File: config.mk
export PLATFORM = sky130hd
export DESIGN_NAME = gb_lcd_capture
export DESIGN_NICKNAME = d
export VERILOG_FILES = /design/src/rtl/gb_lcd_pkg.sv /design/src/rtl/gb_lcd_word_fifo.sv /design/src/rtl/gb_lcd_capture.sv
export SDC_FILE = /design/constraint.sdc
export NUM_CORES = 1
export LEC_CHECK = 0
export CORE_MARGIN = 5
export CORE_UTILIZATION = 40
export DETAILED_ROUTE_END_ITERATION = 10
export PLACE_DENSITY_LB_ADDON = 0.3
export SYNTH_ARGS = -nofsm -noshare
export SYNTH_HDL_FRONTEND = slang
export SYNTH_SLANG_ARGS = --single-unit
File: constraint.sdc
create_clock -name clk -period 5.4 [get_ports clk]
set_input_delay 1.08 -clock clk [delete_from_list [all_inputs] [get_ports clk]]
set_output_delay 1.08 -clock clk [all_outputs]
set_load 0.1 [all_outputs]
File: src/rtl/gb_lcd_pkg.sv
// Shared types for the LCD capture path: PPU mode encoding (also used by the PPU)
// and the capture state machine states.
package gb_lcd_pkg;

  localparam int LCD_W_DEFAULT = 160;
  localparam int LCD_H_DEFAULT = 144;

  typedef enum logic [1:0] {
    H_BLANK = 2'd0,
    V_BLANK = 2'd1,
    SCAN    = 2'd2,
    DRAW    = 2'd3
  } ppu_mode_e;

  typedef enum logic [1:0] {
    WAIT_FRAME = 2'd0,
    ACTIVE     = 2'd1,
    FRAME_END  = 2'd2
  } cap_state_e;

endpackage

File: src/rtl/gb_lcd_word_fifo.sv
// Synchronous word FIFO between pixel packing and the framebuffer write master.
// A push while full is accepted only if a pop happens in the same cycle.
module gb_lcd_word_fifo #(
  parameter int DEPTH = 8,
  parameter int W     = 28
) (
  input  logic         clk,
  input  logic         rst,
  input  logic         push,
  input  logic [W-1:0] push_data,
  input  logic         pop,
  output logic [W-1:0] head,
  output logic [W-1:0] head_next,
  output logic         full,
  output logic         empty,
  output logic         more_than_one
);

  localparam int PW = $clog2(DEPTH);
  localparam int CW = PW + 1;

  logic [W-1:0]  mem_q [DEPTH];
  logic [W-1:0]  mem_d [DEPTH];
  logic [PW-1:0] rd_ptr_q, rd_ptr_d, wr_ptr_q, wr_ptr_d;
  logic [CW-1:0] cnt_q, cnt_d;
  logic          push_ok, pop_ok;

  assign full          = (cnt_q == CW'(DEPTH));
  assign empty         = (cnt_q == '0);
  assign more_than_one = (cnt_q > CW'(1));
  assign head          = mem_q[rd_ptr_q];
  assign head_next     = mem_q[rd_ptr_q + PW'(1)];

  always_comb begin
    pop_ok   = pop && !empty;
    push_ok  = push && (!full || pop_ok);
    mem_d    = mem_q;
    rd_ptr_d = rd_ptr_q;
    wr_ptr_d = wr_ptr_q;
    cnt_d    = cnt_q;
    if (push_ok) begin
      mem_d[wr_ptr_q] = push_data;
      wr_ptr_d        = wr_ptr_q + PW'(1);
    end
    if (pop_ok) rd_ptr_d = rd_ptr_q + PW'(1);
    case ({push_ok, pop_ok})
      2'b10:   cnt_d = cnt_q + CW'(1);
      2'b01:   cnt_d = cnt_q - CW'(1);
      default: cnt_d = cnt_q;
    endcase
  end

  always_ff @(posedge clk) begin
    if (rst) begin
      rd_ptr_q <= '0;
      wr_ptr_q <= '0;
      cnt_q    <= '0;
    end else begin
      rd_ptr_q <= rd_ptr_d;
      wr_ptr_q <= wr_ptr_d;
      cnt_q    <= cnt_d;
    end
  end

  always_ff @(posedge clk) mem_q <= mem_d;

endmodule

File: src/rtl/gb_lcd_capture.sv
// PPU pixel stream capture: packs 2-bit pixels into 16-bit words and writes them to
// the framebuffer. Optional palette remap with GB_LCD_PALETTE_EN.
module gb_lcd_capture
  import gb_lcd_pkg::*;
#(
  parameter int LCD_W      = LCD_W_DEFAULT,
  parameter int LCD_H      = LCD_H_DEFAULT,
  parameter int FIFO_DEPTH = 8,
  parameter int ADDR_W     = 12
) (
  input  logic              clk,
  input  logic              rst,
  input  logic [1:0]        px_in,
  input  logic              px_valid,
  input  logic [1:0]        ppu_mode,
  input  logic [7:0]        bgp,
  output logic [ADDR_W-1:0] fb_addr,
  output logic [15:0]       fb_wdata,
  output logic              fb_wr,
  input  logic              fb_waitrequest,
  output logic              frame_done,
  output logic [7:0]        line_count,
  output logic              overflow
);

  localparam int                FW      = ADDR_W + 16;
  localparam logic [7:0]        LCD_W_L = 8'(LCD_W);
  localparam logic [7:0]        LCD_H_L = 8'(LCD_H);
  localparam logic [ADDR_W-1:0] WPL     = ADDR_W'(LCD_W / 8);

  cap_state_e        state_q, state_d;
  ppu_mode_e         mode_in, prev_mode_q;
  logic [7:0]        x_q, x_d, y_q, y_d;
  logic [ADDR_W-1:0] line_base_q, line_base_d;
  logic [15:0]       pack_q, pack_d;
  logic              push_q, push_d;
  logic [FW-1:0]     push_data_q, push_data_d;
  logic              fb_wr_q, fb_wr_d;
  logic [ADDR_W-1:0] fb_addr_q, fb_addr_d;
  logic [15:0]       fb_wdata_q, fb_wdata_d;
  logic              frame_done_q, frame_done_d;
  logic              overflow_q, overflow_d;

  logic [1:0]        shade;
  logic              accept, line_end, vblank_start, fb_pop;
  logic [15:0]       packed_w, padded_w;
  logic [3:0]        fill_n;
  logic [ADDR_W-1:0] word_addr;
  logic [FW-1:0]     fifo_head, fifo_head_next;
  logic              fifo_full, fifo_empty, fifo_more;

  assign mode_in = ppu_mode_e'(ppu_mode);

`ifdef GB_LCD_PALETTE_EN
  assign shade = bgp[{px_in, 1'b0} +: 2];
`else
  logic unused_bgp;
  assign unused_bgp = ^bgp;
  assign shade      = px_in;
`endif

  gb_lcd_word_fifo #(.DEPTH(FIFO_DEPTH), .W(FW)) u_fifo (
    .clk           (clk),
    .rst           (rst),
    .push          (push_q),
    .push_data     (push_data_q),
    .pop           (fb_pop),
    .head          (fifo_head),
    .head_next     (fifo_head_next),
    .full          (fifo_full),
    .empty         (fifo_empty),
    .more_than_one (fifo_more)
  );

  always_comb begin
    state_d      = state_q;
    x_d          = x_q;
    y_d          = y_q;
    line_base_d  = line_base_q;
    pack_d       = pack_q;
    push_d       = 1'b0;
    push_data_d  = push_data_q;
    frame_done_d = 1'b0;
    accept       = 1'b0;
    line_end     = (prev_mode_q == DRAW) && (mode_in == H_BLANK);
    vblank_start = (prev_mode_q != V_BLANK) && (mode_in == V_BLANK);

    case (state_q)
      WAIT_FRAME: begin
        if (px_valid && mode_in == DRAW) begin
          accept  = 1'b1;
          state_d = ACTIVE;
        end
      end
      ACTIVE: begin
        accept = px_valid && (x_q < LCD_W_L) && (y_q < LCD_H_L);
        if (vblank_start) state_d = FRAME_END;
      end
      FRAME_END: begin
        if (fifo_empty && !fb_wr_q && !push_q) begin
          frame_done_d = 1'b1;
          x_d          = '0;
          y_d          = '0;
          line_base_d  = '0;
          state_d      = WAIT_FRAME;
        end
      end
      default: state_d = WAIT_FRAME;
    endcase

    packed_w  = accept ? {pack_q[13:0], shade} : pack_q;
    fill_n    = {1'b0, x_q[2:0]} + {3'b000, accept};
    padded_w  = packed_w << {4'd8 - fill_n, 1'b0};
    word_addr = line_base_q + ADDR_W'(x_q[7:3]);

    if (accept) begin
      pack_d = packed_w;
      x_d    = x_q + 8'd1;
    end

    // A line end that coincides with the 8th pixel pushes only the full word.
    if (accept && x_q[2:0] == 3'd7) begin
      push_d      = 1'b1;
      push_data_d = {word_addr, packed_w};
    end else if (state_q == ACTIVE && line_end && fill_n != 4'd0) begin
      push_d      = 1'b1;
      push_data_d = {word_addr, padded_w};
    end

    if (state_q == ACTIVE && line_end) begin
      x_d = '0;
      if (y_q < LCD_H_L) begin
        y_d         = y_q + 8'd1;
        line_base_d = line_base_q + WPL;
      end
    end
  end

  // The outstanding write stays at the FIFO head until it completes.
  always_comb begin
    fb_pop     = fb_wr_q && !fb_waitrequest;
    fb_wr_d    = fb_wr_q;
    fb_addr_d  = fb_addr_q;
    fb_wdata_d = fb_wdata_q;
    if (!fb_wr_q) begin
      if (!fifo_empty) begin
        fb_wr_d                 = 1'b1;
        {fb_addr_d, fb_wdata_d} = fifo_head;
      end
    end else if (!fb_waitrequest) begin
      fb_wr_d = fifo_more;
      if (fifo_more) {fb_addr_d, fb_wdata_d} = fifo_head_next;
    end
    overflow_d = overflow_q || (push_q && fifo_full && !fb_pop);
  end

  always_ff @(posedge clk) begin
    if (rst) begin
      state_q      <= WAIT_FRAME;
      prev_mode_q  <= H_BLANK;
      x_q          <= '0;
      y_q          <= '0;
      line_base_q  <= '0;
      pack_q       <= '0;
      push_q       <= 1'b0;
      push_data_q  <= '0;
      fb_wr_q      <= 1'b0;
      fb_addr_q    <= '0;
      fb_wdata_q   <= '0;
      frame_done_q <= 1'b0;
      overflow_q   <= 1'b0;
    end else begin
      state_q      <= state_d;
      prev_mode_q  <= mode_in;
      x_q          <= x_d;
      y_q          <= y_d;
      line_base_q  <= line_base_d;
      pack_q       <= pack_d;
      push_q       <= push_d;
      push_data_q  <= push_data_d;
      fb_wr_q      <= fb_wr_d;
      fb_addr_q    <= fb_addr_d;
      fb_wdata_q   <= fb_wdata_d;
      frame_done_q <= frame_done_d;
      overflow_q   <= overflow_d;
    end
  end

  assign fb_wr      = fb_wr_q;
  assign fb_addr    = fb_addr_q;
  assign fb_wdata   = fb_wdata_q;
  assign frame_done = frame_done_q;
  assign line_count = y_q;
  assign overflow   = overflow_q;

endmodule

==> impl_metrics.tcl <==
set metrics [dict create \
    max_slew.worst_pin.slew_ps 1000 \
    layout_setup_ws_ps 1370 \
    seq_area_frac_synth_pct 56.5 \
    synthesis.nets 1255 \
    nNetsFinal 1280 \
    synth-edff-count 224 \
    gr-total-overflow 0 \
    io_buffer_count 46 \
    first_pass_iters 5 \
    cts_tree "yes" \
    fmax_mhz 248 \
    hp-class "reg -> reg" \
    yosysTopAreaCellShare_pct 41.8 \
    combPwrFrac_pct 1.9 \
    dieArea_sq_mm 0.0443 \
    p_leak_nw 5.90 \
    cp.buffers_inverters 5 \
    slowest_stage "clkdlybuf4s50_1" \
    ant_nets 0 \
    r2r_setup_slack_ps 1770 \
    status "completed" \
    finalSetupViolCount 0 \
    slowest_delay_ps 570 \
    synth_seq_cells 342 \
    dp_hpwl_microns 21600 \
    period_share_pct 74.6 \
    ir_worst_vdd_mv 0.187 \
    critPathKind "in -> reg" \
    path_cells "clkdlybuf4s50_1 > and4_1 > nor2_4 > inv_2 > buf_4 > ha_1 > nand2b_1 > buf_4 > xnor2_1 > buf_4 > and3_1 > nand3b_4 > a2111oi_2 > a211o_1" \
    cpLargestDelayFamily "buffers and inverters" \
    start_kind "input pin" \
    core_sq_mm 0.0397 \
    grt_use_total_pct 16.3 \
    postCtsHoldBufs 0 \
    synth.top_cells.by_area "edfxtp_1 42%, mux4_2 16%, dfxtp_1 15%" \
    numClockSinks 342 \
    drive_gt1_share_pct 18.0 \
    h-tree-depth 2 \
    routabilityCongestion 0.858 \
    die_h_microns 211 \
    cts_resized 0 \
    slew_viol_final 0 \
    routedWlPerCell_microns 20.1 \
    std_cell_rows 73 \
    synthesis.instances 1220 \
    syn-mean-instance-area_sq_um 13.2 \
    final.min_clock_period_ps 4030 \
    pre_cts_ws_ps 843 \
    drt_iter0_drc 735 \
    grt_max_degree 60 \
    p_clk_share_pct 47.2 \
    num_vias 10229 \
    netlist_area_sq_mm 0.0161 \
    antenna_found_initial 0 \
    clock_latency_ps 540 \
    finalSetupTns_ps 0 \
    internal-power_mw 4.34 \
    synth-async-reset-ratio_pct 0 \
    drc_errors 0 \
    cts_setup_buffers 0 \
    clockRootBuffer "clkbuf_16" \
    clk_pin_slew_worst_paths_ps 60 \
    cp.required_ps 5880 \
    yosys_warnings 0 \
    switching_share_pct 19.9 \
    maxSlewHeadroom_pct 33.1 \
    layout_common_cells "224 x edfxtp_1, 128 x nand2_1, 114 x dfxtp_1" \
    die_w_microns 211 \
    finalWirelength_microns 36200 \
    grt_pass1_wl_microns 57300 \
    start_util_pct 40.5 \
    rsz0062_at_grt "false" \
    p_seq_share_pct 50.9 \
    critPathCaptureType "register" \
    n_antenna_cell 0 \
    yosysTopAreaCell "edfxtp_1" \
    viasPerCell 5.69 \
    ys.flop_type "edfxtp_1" \
    drv_cap 0 \
    crit_top_cell "buf_4" \
    powerDensity_mw_per_mm2 296 \
    cts_buffers 39 \
    worstPathArrival_ps 4510 \
    max-clock-path-buffers 3 \
    hold_viol_final 0 \
    ios 55 \
    p_sw_mw 1.08 \
    syn2layout_area_growth_pct 13.9 \
    clock_skew_ps 15.3 \
    cp_max_fo 26 \
    synthDistinctLibCells 77 \
    post-route-util_pct 46.1 \
    layout_commonest_cell "edfxtp_1" \
    grt_pass1_vias 10238 \
]
-- Yosys cell counts (3+ instances only) --
| library cell | number |
|---|---|
| o22ai_1 | 7 |
| a211oi_1 | 41 |
| nand2_1 | 128 |
| and3_1 | 3 |
| mux2i_1 | 13 |
| a311oi_1 | 31 |
| o21ai_1 | 5 |
| and2_1 | 4 |
| a31oi_1 | 3 |
| nor4_1 | 4 |
| or3_1 | 4 |
| xor2_1 | 19 |
| nand4_1 | 6 |
| a2111oi_0 | 3 |
| mux4_2 | 113 |
| a21oi_1 | 75 |
| inv_1 | 15 |
| ha_1 | 18 |
| buf_2 | 30 |
| nor2b_1 | 38 |
| a21o_1 | 3 |
| edfxtp_1 | 224 |
| buf_4 | 4 |
| a22oi_1 | 14 |
| clkbuf_1 | 47 |
| nand3_1 | 23 |
| nor3_1 | 13 |
| nor2_1 | 107 |
| dfxtp_1 | 118 |
| buf_1 | 7 |
| xnor2_1 | 14 |
| o21ai_0 | 14 |
| nand2b_1 | 13 |
| o32ai_1 | 4 |
-- power by group through the flow --
stage	clock (mW)	combinational (mW)	sequential (mW)
2_1_floorplan	0	0.0739	2.81
3_3_place_gp	0	0.101	2.81
3_5_place_dp	0	0.101	2.81
4_1_cts	2.63	0.102	2.76
5_1_grt	2.74	0.112	2.76
6_report	2.56	0.102	2.76
-- sequential cells by signal, indices dropped and copies added, names as in the netlist --
register	count
overflow	1
fb_wr	1
u_fifo.cnt_q	4
fb_wdata	16
u_fifo.wr_ptr_q	3
u_fifo.rd_ptr_q	3
push_q	1
u_fifo.mem_q	224
push_data_q	28
fb_addr	12
prev_mode_q	2
pack_q	16
state_q	2
x_q	8
line_count	8
frame_done	1
line_base_q	12
-- cell type report --
type,instances,area (sq um)
fill,3521,21400
timing repair buffer,74,681
tap,525,657
sequential,342,9100
clock inverter,15,176
clock buffer,55,1060
multi-input combinational,772,6600
inverter,16,60.1
-- layer usage --
metal / GRT usage [%] / share of wire, % / vias up
met5: 0 / 0 / -
met4: 4.14 / 1.9 / 0
met3: 3.33 / 5.5 / 47
met2: 26.9 / 48 / 260
met1: 22.3 / 45 / 5148
li1: - / - / 4774
-- worst paths after layout --
| check | cells after the start | start | end |
|---|---|---|---|
| worst max register to register | 14 | x_q[5] | push_data_q[13] |
| worst max-delay path | 14 | ppu_mode[0] | push_data_q[13] |
| worst min register to register | 2 | line_base_q[0] | line_base_q[0] |
| worst min-delay path | 2 | line_base_q[0] | line_base_q[0] |
-- worst min-delay path, delay by kind of cell (launching register included) --
family | cells | cell delay [ps]
simple gates | 1 | 40
buf+inv | 1 | 50
flops | 1 | 310
-- kinds of logic (layout without fill, tap and decap cells) --
| logic type | count (synthesis) | in the layout | synth area share, % |
|---|---|---|---|
| DFF | 342 | 342 | 56.5 |
| and+or+nand+nor | 360 | 360 | 10.4 |
| adders and majority gates | 19 | 19 | 1.52 |
| xor gates and xnor gates | 33 | 33 | 1.80 |
| buffers and inverters | 106 | 160 | 2.89 |
| AOI/OAI and AO/OA | 230 | 230 | 9.98 |
| muxes | 130 | 130 | 16.9 |
-- through the flow --
step                cells  hold slack, ps  cell area (sq um)  power [mW]
floorplan            1220             412              16100        2.89
global placement     1729             423              17100        2.92
detailed placement   1729             438              17100        2.92
CTS                  1799             446              18300        5.49
global route         1799             460              18300        5.61
finish               1799             442              18300        5.42
(Power assumes the default switching activity.)
